[config.mk]
export PLATFORM = sky130hd
export DESIGN_NAME = fetch_hazard_ctrl
export DESIGN_NICKNAME = d
export VERILOG_FILES = /design/src/rtl/fetch_hazard_ctrl.sv
export SDC_FILE = /design/constraint.sdc
export NUM_CORES = 1
export LEC_CHECK = 0
export ABC_AREA = 1
export CORE_UTILIZATION = 37
export DETAILED_ROUTE_END_ITERATION = 8
export GPL_TIMING_DRIVEN = 1
export HOLD_SLACK_MARGIN = 0.08
export PLACE_DENSITY = 0.88
export SETUP_SLACK_MARGIN = 0.2
export SLEW_MARGIN = 20
export SYNTH_ARGS = -nofsm -noshare
export SYNTH_HDL_FRONTEND = slang
export SYNTH_SLANG_ARGS = --single-unit
[constraint.sdc]
create_clock -name Clk -period 5.5 [get_ports Clk]
set_input_delay 1.375 -clock Clk [delete_from_list [all_inputs] [get_ports Clk]]
set_output_delay 1.375 -clock Clk [all_outputs]
set_load 0.02 [all_outputs]
[src/rtl/fetch_hazard_ctrl.sv]
// Fetch-stage hazard control: load-use stalls, jump/branch redirects with multi-cycle flush,
// and instruction-memory wait holds. Optional perf counters under HAZARD_PERF_CNT_EN.
module fetch_hazard_ctrl #(
    parameter int unsigned FLUSH_DEPTH = 2,
    parameter int unsigned WAIT_MAX    = 15
) (
    input  logic        Clk,
    input  logic        Rst,
    input  logic        IDEX_MemRead,
    input  logic [4:0]  IDEX_Rt,
    input  logic [4:0]  IFID_Rs,
    input  logic [4:0]  IFID_Rt,
    input  logic        Jump,
    input  logic [31:0] JumpTarget,
    input  logic        BranchTaken,
    input  logic [31:0] BranchTarget,
    input  logic        ExtWait,
    output logic        PCWrite,
    output logic        PCSrc,
    output logic [31:0] JumpAddress,
    output logic        IFID_Write,
    output logic        IFID_Flush,
    output logic        IDEX_Bubble,
    output logic        Busy
`ifdef HAZARD_PERF_CNT_EN
    ,
    output logic [31:0] StallCount,
    output logic [31:0] FlushCount
`endif
);

    localparam int unsigned CNT_W  = 3;
    localparam int unsigned WCNT_W = 8;

    typedef enum logic [1:0] {
        S_RUN      = 2'd0,
        S_LU_STALL = 2'd1,
        S_FLUSH    = 2'd2,
        S_WAIT     = 2'd3
    } state_t;

    typedef enum logic [2:0] {
        A_NORM = 3'd0,
        A_BR   = 3'd1,
        A_JMP  = 3'd2,
        A_LU   = 3'd3,
        A_WT   = 3'd4,
        A_HOLD = 3'd5,
        A_FL   = 3'd6
    } act_t;

    state_t              state_q, state_d;
    logic [CNT_W-1:0]    cnt_q, cnt_d;
    logic [WCNT_W-1:0]   wcnt_q, wcnt_d;
    act_t                act;
    logic                lu_hazard;
    logic                wait_release;

    assign lu_hazard = IDEX_MemRead && (IDEX_Rt != 5'd0) &&
                       ((IDEX_Rt == IFID_Rs) || (IDEX_Rt == IFID_Rt));
    assign wait_release = !ExtWait || (wcnt_q >= WCNT_W'(WAIT_MAX));

    // Per-cycle decision, shared by next-state and output logic (priority: branch > jump > LU > wait)
    always_comb begin
        act = A_NORM;
        unique case (state_q)
            S_RUN: begin
                if (BranchTaken)    act = A_BR;
                else if (Jump)      act = A_JMP;
                else if (lu_hazard) act = A_LU;
                else if (ExtWait)   act = A_WT;
                else                act = A_NORM;
            end
            S_LU_STALL: begin
                if (BranchTaken)  act = A_BR;
                else if (Jump)    act = A_JMP;
                else if (ExtWait) act = A_WT;
                else              act = A_NORM;
            end
            S_FLUSH: begin
                if (BranchTaken) act = A_BR;
                else             act = A_FL;
            end
            S_WAIT: begin
                // Releasing cycle acts as RUN with ExtWait masked so a forced release really drops the stall
                if (BranchTaken)       act = A_BR;
                else if (!wait_release) act = A_HOLD;
                else if (Jump)         act = A_JMP;
                else if (lu_hazard)    act = A_LU;
                else                   act = A_NORM;
            end
            default: act = A_NORM;
        endcase
    end

    // State register
    always_ff @(posedge Clk) begin
        if (Rst) begin
            state_q <= S_RUN;
            cnt_q   <= '0;
            wcnt_q  <= '0;
        end else begin
            state_q <= state_d;
            cnt_q   <= cnt_d;
            wcnt_q  <= wcnt_d;
        end
    end

    // Next-state logic
    always_comb begin
        state_d = S_RUN;
        cnt_d   = cnt_q;
        wcnt_d  = wcnt_q;
        unique case (act)
            A_BR: begin
                if (FLUSH_DEPTH > 1) begin
                    state_d = S_FLUSH;
                    cnt_d   = CNT_W'(FLUSH_DEPTH - 1);
                end
            end
            A_LU: state_d = S_LU_STALL;
            A_WT: begin
                state_d = S_WAIT;
                wcnt_d  = WCNT_W'(1);
            end
            A_HOLD: begin
                state_d = S_WAIT;
                wcnt_d  = (wcnt_q == {WCNT_W{1'b1}}) ? wcnt_q : wcnt_q + WCNT_W'(1);
            end
            A_FL: begin
                if (cnt_q > CNT_W'(1)) begin
                    state_d = S_FLUSH;
                    cnt_d   = cnt_q - CNT_W'(1);
                end
            end
            default: state_d = S_RUN;
        endcase
    end

    // Output logic
    always_comb begin
        PCWrite     = 1'b0;
        PCSrc       = 1'b0;
        JumpAddress = 32'd0;
        IFID_Write  = 1'b0;
        IFID_Flush  = 1'b0;
        IDEX_Bubble = 1'b0;
        Busy        = 1'b0;
        if (Rst) begin
            IFID_Flush  = 1'b1;
            IDEX_Bubble = 1'b1;
        end else begin
            Busy = (state_q != S_RUN);
            unique case (act)
                A_NORM: begin
                    PCWrite    = 1'b1;
                    IFID_Write = 1'b1;
                end
                A_BR: begin
                    PCWrite     = 1'b1;
                    PCSrc       = 1'b1;
                    JumpAddress = BranchTarget;
                    IFID_Flush  = 1'b1;
                    IDEX_Bubble = 1'b1;
                end
                A_JMP: begin
                    PCWrite     = 1'b1;
                    PCSrc       = 1'b1;
                    JumpAddress = JumpTarget;
                    IFID_Flush  = 1'b1;
                end
                A_FL: begin
                    PCWrite     = 1'b1;
                    IFID_Flush  = 1'b1;
                    IDEX_Bubble = 1'b1;
                end
                default: IDEX_Bubble = 1'b1;
            endcase
        end
    end

`ifdef HAZARD_PERF_CNT_EN
    // Stall / flush cycle counters, wrapping
    always_ff @(posedge Clk) begin
        if (Rst) begin
            StallCount <= 32'd0;
            FlushCount <= 32'd0;
        end else begin
            if (!PCWrite)   StallCount <= StallCount + 32'd1;
            if (IFID_Flush) FlushCount <= FlushCount + 32'd1;
        end
    end
`endif

endmodule

# == Word level (Yosys, flattened, before mapping) ==
# Index checks and enable logic that the tools add are counted.
# word_totals
reg_bits,13
output_inout_bits,38
elab_cells,70
in_bits,85
# op_classes
reduce_logical,18
n_mux,31
magnitude_cmp,2
eq_ne,14
add_sub_neg,2
# op_table
operator,count
case mux 32 bit (2 select lines),1
two-way mux 32 bit,1
two-way mux 3 bit,10
case mux 8 bit (2 select lines),1
case mux 3 bit (4 select lines),1
two-way mux 1 bit,11
equality test 5 bit,2
equality test 3 bit (second input constant),3
adder 8 x 1 -> 8 bit (second input constant),1
equality test 8 bit (second input constant),1
greater-or-equal comparator 8 x 4 -> 1 bit (second input constant),1
two-way mux 8 bit,1
case mux 2 bit (4 select lines),1
equality test 3 x 2 -> 1 bit (second input constant),2
two-way mux 2 bit,3
case mux 3 bit (2 select lines),1
nonzero test 2 bit,3
OR reduction 2 bit,3
nonzero test 5 bit,1
equality test 2 bit (second input constant),2
!= test 2 bit (second input constant),2
AND reduction 2 bit,2
OR reduction 4 bit,1
equality test 3 x 1 -> 1 bit (second input constant),1
other kinds (9),11

# == Logic depth before layout (Yosys ltp) ==
# logic_depth
depth_word,12
depth_mapped,14
depth_no_buf,14

# == Least setup slack after synthesis ==
# Ideal clock, no wire load.
# synth_timing
path_type,input port to output port
start,in IDEX_Rt[1]
end,out IFID_Write
required_ps,4125
n_path_buf,0
arrival_ps,2634
path_slack_ps,1491
cell_stages,14
path_cell_list,inv_1 > nand2_1 > nand2_1 > nor2_1 > nand3_1 > nand2_2 > nand2_2 > nand2_1 > nand2_1 > nand2_4 > nand2_1 > inv_1 > nand2_1 > nor2_1
# synth_via
elab_chain_cells,11
word_cells_on_any_way,17
classes_between,eq/ne: 2; mux: 10; reduce/logical: 5
# synth_rtl
element,line_no,source
from (decl),10,"input logic [4:0] IDEX_Rt,"
equality test 5 bit or nonzero test 5 bit (tied branches),"60, 59",
logical OR 1 bit or logical AND 1 bit (tied branches),"60, 59",
logical AND 1 bit *,59,assign lu_hazard = IDEX_MemRead && (IDEX_Rt != 5'd0) &&
two-way mux 2 bit,89,else if (lu_hazard) act = A_LU;
two-way mux 2 bit,88,else if (Jump) act = A_JMP;
two-way mux 3 bit,87,else if (!wait_release) act = A_HOLD;
two-way mux 3 bit,86,if (BranchTaken) act = A_BR;
case mux 3 bit (4 select lines) *,66,unique case (state_q)
logical NOT 3 bit *,154,unique case (act)
two-way mux 1 bit *,154,
two-way mux 1 bit *,149,if (Rst) begin
to (decl),21,"output logic IFID_Write,"
# Every way passes the cells marked *; elsewhere a longest branch is shown, timed or not.

# == Worst setup path in the final report ==
# layout_timing
start,in IDEX_Rt[2]
end,out JumpAddress[1]
# layout_via
elab_chain_cells,11
word_cells_on_any_way,18
classes_between,eq/ne: 4; mux: 10; reduce/logical: 4
# layout_rtl
element,line_no,source
equality test 5 bit or nonzero test 5 bit (tied branches),"60, 59",
logical OR 1 bit or logical AND 1 bit (tied branches),"60, 59",
logical AND 1 bit *,59,
two-way mux 2 bit,89,
two-way mux 2 bit,88,
two-way mux 3 bit,87,
two-way mux 3 bit,86,
case mux 3 bit (4 select lines) *,66,
equality test 3 x 2 -> 1 bit or equality test 3 x 1 -> 1 bit (tied branches),154,
case mux 32 bit (2 select lines) *,154,
two-way mux 32 bit *,149,
to (decl),20,"output logic [31:0] JumpAddress,"
# Marked as above.

==> results_dict.tcl <==
set metrics [dict create \
    hold_ws_ns 0.453 \
    number_of_enable_type_register_cells_in_the_synthesized_netlist 0 \
    setup.worst_path.start_class "primary input" \
    gr-usage-all-layers_pct 23.2 \
    sum_of_buffers_and_inverters_on_the_critical_path 3 \
    cp_top_family "buffers and inverters" \
    antenna_cells_inserted 0 \
    setup_violations 0 \
    synth_async_sr_flop_share_pct 0 \
    hold_class "reg2reg" \
    avgViaCountPerCell 5.12 \
    cts_buffer_depth 2 \
    cts_tree "yes" \
    period_minus_slack_ns 5.21 \
    area_growth_pct 83.5 \
    critPathMostFrequentCell "sky130_fd_sc_hd__nand2_1" \
    detail_route.drc_violations 0 \
    topRoutingLayerUsed "met4" \
    die-height_um 67.7 \
    final_min_period_over_clock_period_pct 94.7 \
    grt_max_degree 35 \
    static_leakage_nw 1.56 \
    port_buffers 122 \
    synth_sequential_area_ratio_pct 16.3 \
    cp_cell_sequence "clkdlybuf4s50_1, inv_2, nand2_1, nand2_1, nor2_1, nand3_1, nand2_2, nand2_2, nand2_1, nand2_1, nand2_4, nand4_1, a21oi_1, clkdlybuf4s50_1" \
    clock_latency_ns 0.24 \
    area_enclosed_by_the_die_boundary_um2 4590 \
    grt_antenna_before_repair 0 \
    holdBufCountCts 0 \
    postSynth.topFlopCell "sky130_fd_sc_hd__dfxtp_1" \
    rsz0062_at_grt "yes" \
    max-vdd-ir-drop_mv 0.204 \
    finalHoldViolations 0 \
    drv.max_cap_violation_count 0 \
    count_of_nets_after_finishing 482 \
    drt_iter0_markers 133 \
    ctsRootBufferMaster "sky130_fd_sc_hd__clkbuf_8" \
    crit_type "in2out" \
    most_common_cell_in_the_netlist "sky130_fd_sc_hd__nand2_1" \
    placeableCoreArea_um2 4090 \
    vias_in_the_first_global_route 1886 \
    fmax_ghz 0.192 \
    synthesis.area_um2 1600 \
    synthesis.instances 272 \
    die_width_um 67.7 \
    place.gp.congestion 0.873 \
    syn_avg_cell_area_um2 5.88 \
    wire_per_inst_um 13.4 \
    grt_remaining_overflow 0 \
    grt_first_pass_wirelength_um 8290 \
    dr_total_vias 2266 \
    final_layout_size_suffix_gt1_share_pct 8.40 \
    cts_max_level 1 \
    antenna_left 0 \
    netlist.area_leader.share_pct 18.3 \
    dr_wl_met3_um 513 \
    cts.reportedPaths.clkPinSlew_ns 0.06 \
    first_pass_iters 4 \
    run_status "finished, final reports clean" \
    layout.filler_cells 316 \
    timing.setup.tns_ns 0 \
    worst-endpoint-required_ns 4.12 \
    cp_data_arrival_time_ns 3.83 \
    wirelength_met1_um 2350 \
    crit_slowest_cell "sky130_fd_sc_hd__clkdlybuf4s50_1" \
    synth.top_cells.by_area "sky130_fd_sc_hd__nand2_1 (18%), sky130_fd_sc_hd__dfxtp_1 (16%), sky130_fd_sc_hd__nand4_1 (13%), sky130_fd_sc_hd__a21oi_1 (13%), sky130_fd_sc_hd__inv_1 (6.3%)" \
    routed_wirelength_um 5930 \
    critical_path.max_fanout 16 \
    report.final.slew_viol_count 0 \
    yosys.area.top_type "sky130_fd_sc_hd__nand2_1" \
    route.met2.wl_um 2990 \
    synth_common_cells "sky130_fd_sc_hd__nand2_1 (78), sky130_fd_sc_hd__a21oi_1 (41), sky130_fd_sc_hd__nand4_1 (34)" \
    place.detailed.hpwl_um 4430 \
    power.density_cell_area_nw_per_um2 174 \
    cts_sinks 13 \
    clock_buffer_count_from_cts 3 \
    floorplan.initialDensity_pct 39.1 \
    yosys_warnings 0 \
    rows 23 \
    slew_headroom_pct 67.5 \
    cpPeakStageDelay_ns 0.61 \
    io_pins 123 \
    number_of_synthesized_register_bits 13 \
    count_of_different_cell_masters_after_synthesis 31 \
    worst_margin_slew_ns 0.486 \
    multiInputGateArea_um2 1070 \
    register_area_um2 260 \
    finalClockSkew_ns 0.00403 \
    end_kind "output port" \
    synthesis.nets 360 \
]
## cell type report
| type | instances | share of cell area, % |
|---|---|---|
| Tap cell | 50 | 2.13 |
| Inverter | 31 | 3.97 |
| Multi-Input combinational cell | 210 | 36.5 |
| Sequential cell | 13 | 8.87 |
| Timing Repair Buffer | 135 | 46.9 |
| Clock buffer | 3 | 1.41 |
| Clock inverter | 1 | 0.171 |
## layer usage
layer | GRT usage, % | vias to the layer above
met5 | 0 | -
met4 | 5.05 | 0
met3 | 6.08 | 10
met2 | 42.7 | 87
met1 | 26.4 | 1012
li1 | - | 1157
## cell families after synthesis
logic type | count (synthesis) | synth area share, %
flops | 13 | 16.3
xor+xnor | 2 | 1.10
compound gates | 51 | 17.0
fa+ha+maj | 3 | 2.35
simple gates | 153 | 44.9
buf+inv | 50 | 18.4
## sequential cells by signal (all words and copies together), names as in the netlist
register and count:
wcnt_q 8, state_q 2, cnt_q 3
## through the flow
step | power, mW | cells | util [%] | cell area [um2] | setup slack (ns)
final | 0.511 | 443 | 71.8 | 2930 | 0.291
after CTS | 0.487 | 438 | 69.0 | 2820 | 0.220
after global placement | 0.395 | 434 | 67.9 | 2770 | 0.275
after floorplan | 0.302 | 272 | - | 1600 | 1.49
after detailed placement | 0.400 | 434 | 67.9 | 2770 | 0.219
after global routing | 0.547 | 443 | 71.8 | 2930 | 0.118
## worst min-delay path: stages (launching register included)
cell                      delay (ns)
sky130_fd_sc_hd__dfxtp_1        0.30
sky130_fd_sc_hd__inv_1          0.06
sky130_fd_sc_hd__nor3_1         0.05
## repair_timing
item	4_1_cts	5_1_grt
endpoints found under the setup margin	0	36
setup buffers	0	4
resized for setup	0	26
## layout by cell type, fill, tap and decap left out, drive strengths merged
cell type / n
nor3: 5
and2: 1
xnor2: 2
buf: 13
clkbuf: 3
a31o: 1
nand3: 10
inv: 31
clkinv: 1
dlymetal6s2s: 23
or2: 1
a31oi: 1
o21ai: 6
a21oi: 41
nor4: 1
dfxtp: 13
nor2: 17
nand2: 84
clkdlybuf4s50: 99
nand4: 34
and3: 1
ha: 3
o211ai: 1
o211a: 1
## power breakdown
part / internal, mW / switching (mW)
clock: 0.0500 / 0.0362
sequential: 0.100 / 0.00541
combinational: 0.146 / 0.173
## worst paths after layout
kind              start              to  slack (ns)  cells past startpoint
max          IDEX_Rt[2]  JumpAddress[1]        0.29                     14
min           wcnt_q[6]       wcnt_q[6]        0.45                      2
max reg2reg   wcnt_q[0]       wcnt_q[0]        3.44                     11
min reg2reg   wcnt_q[6]       wcnt_q[6]        0.45                      2
Note: power is estimated with default switching activity, not from simulation.
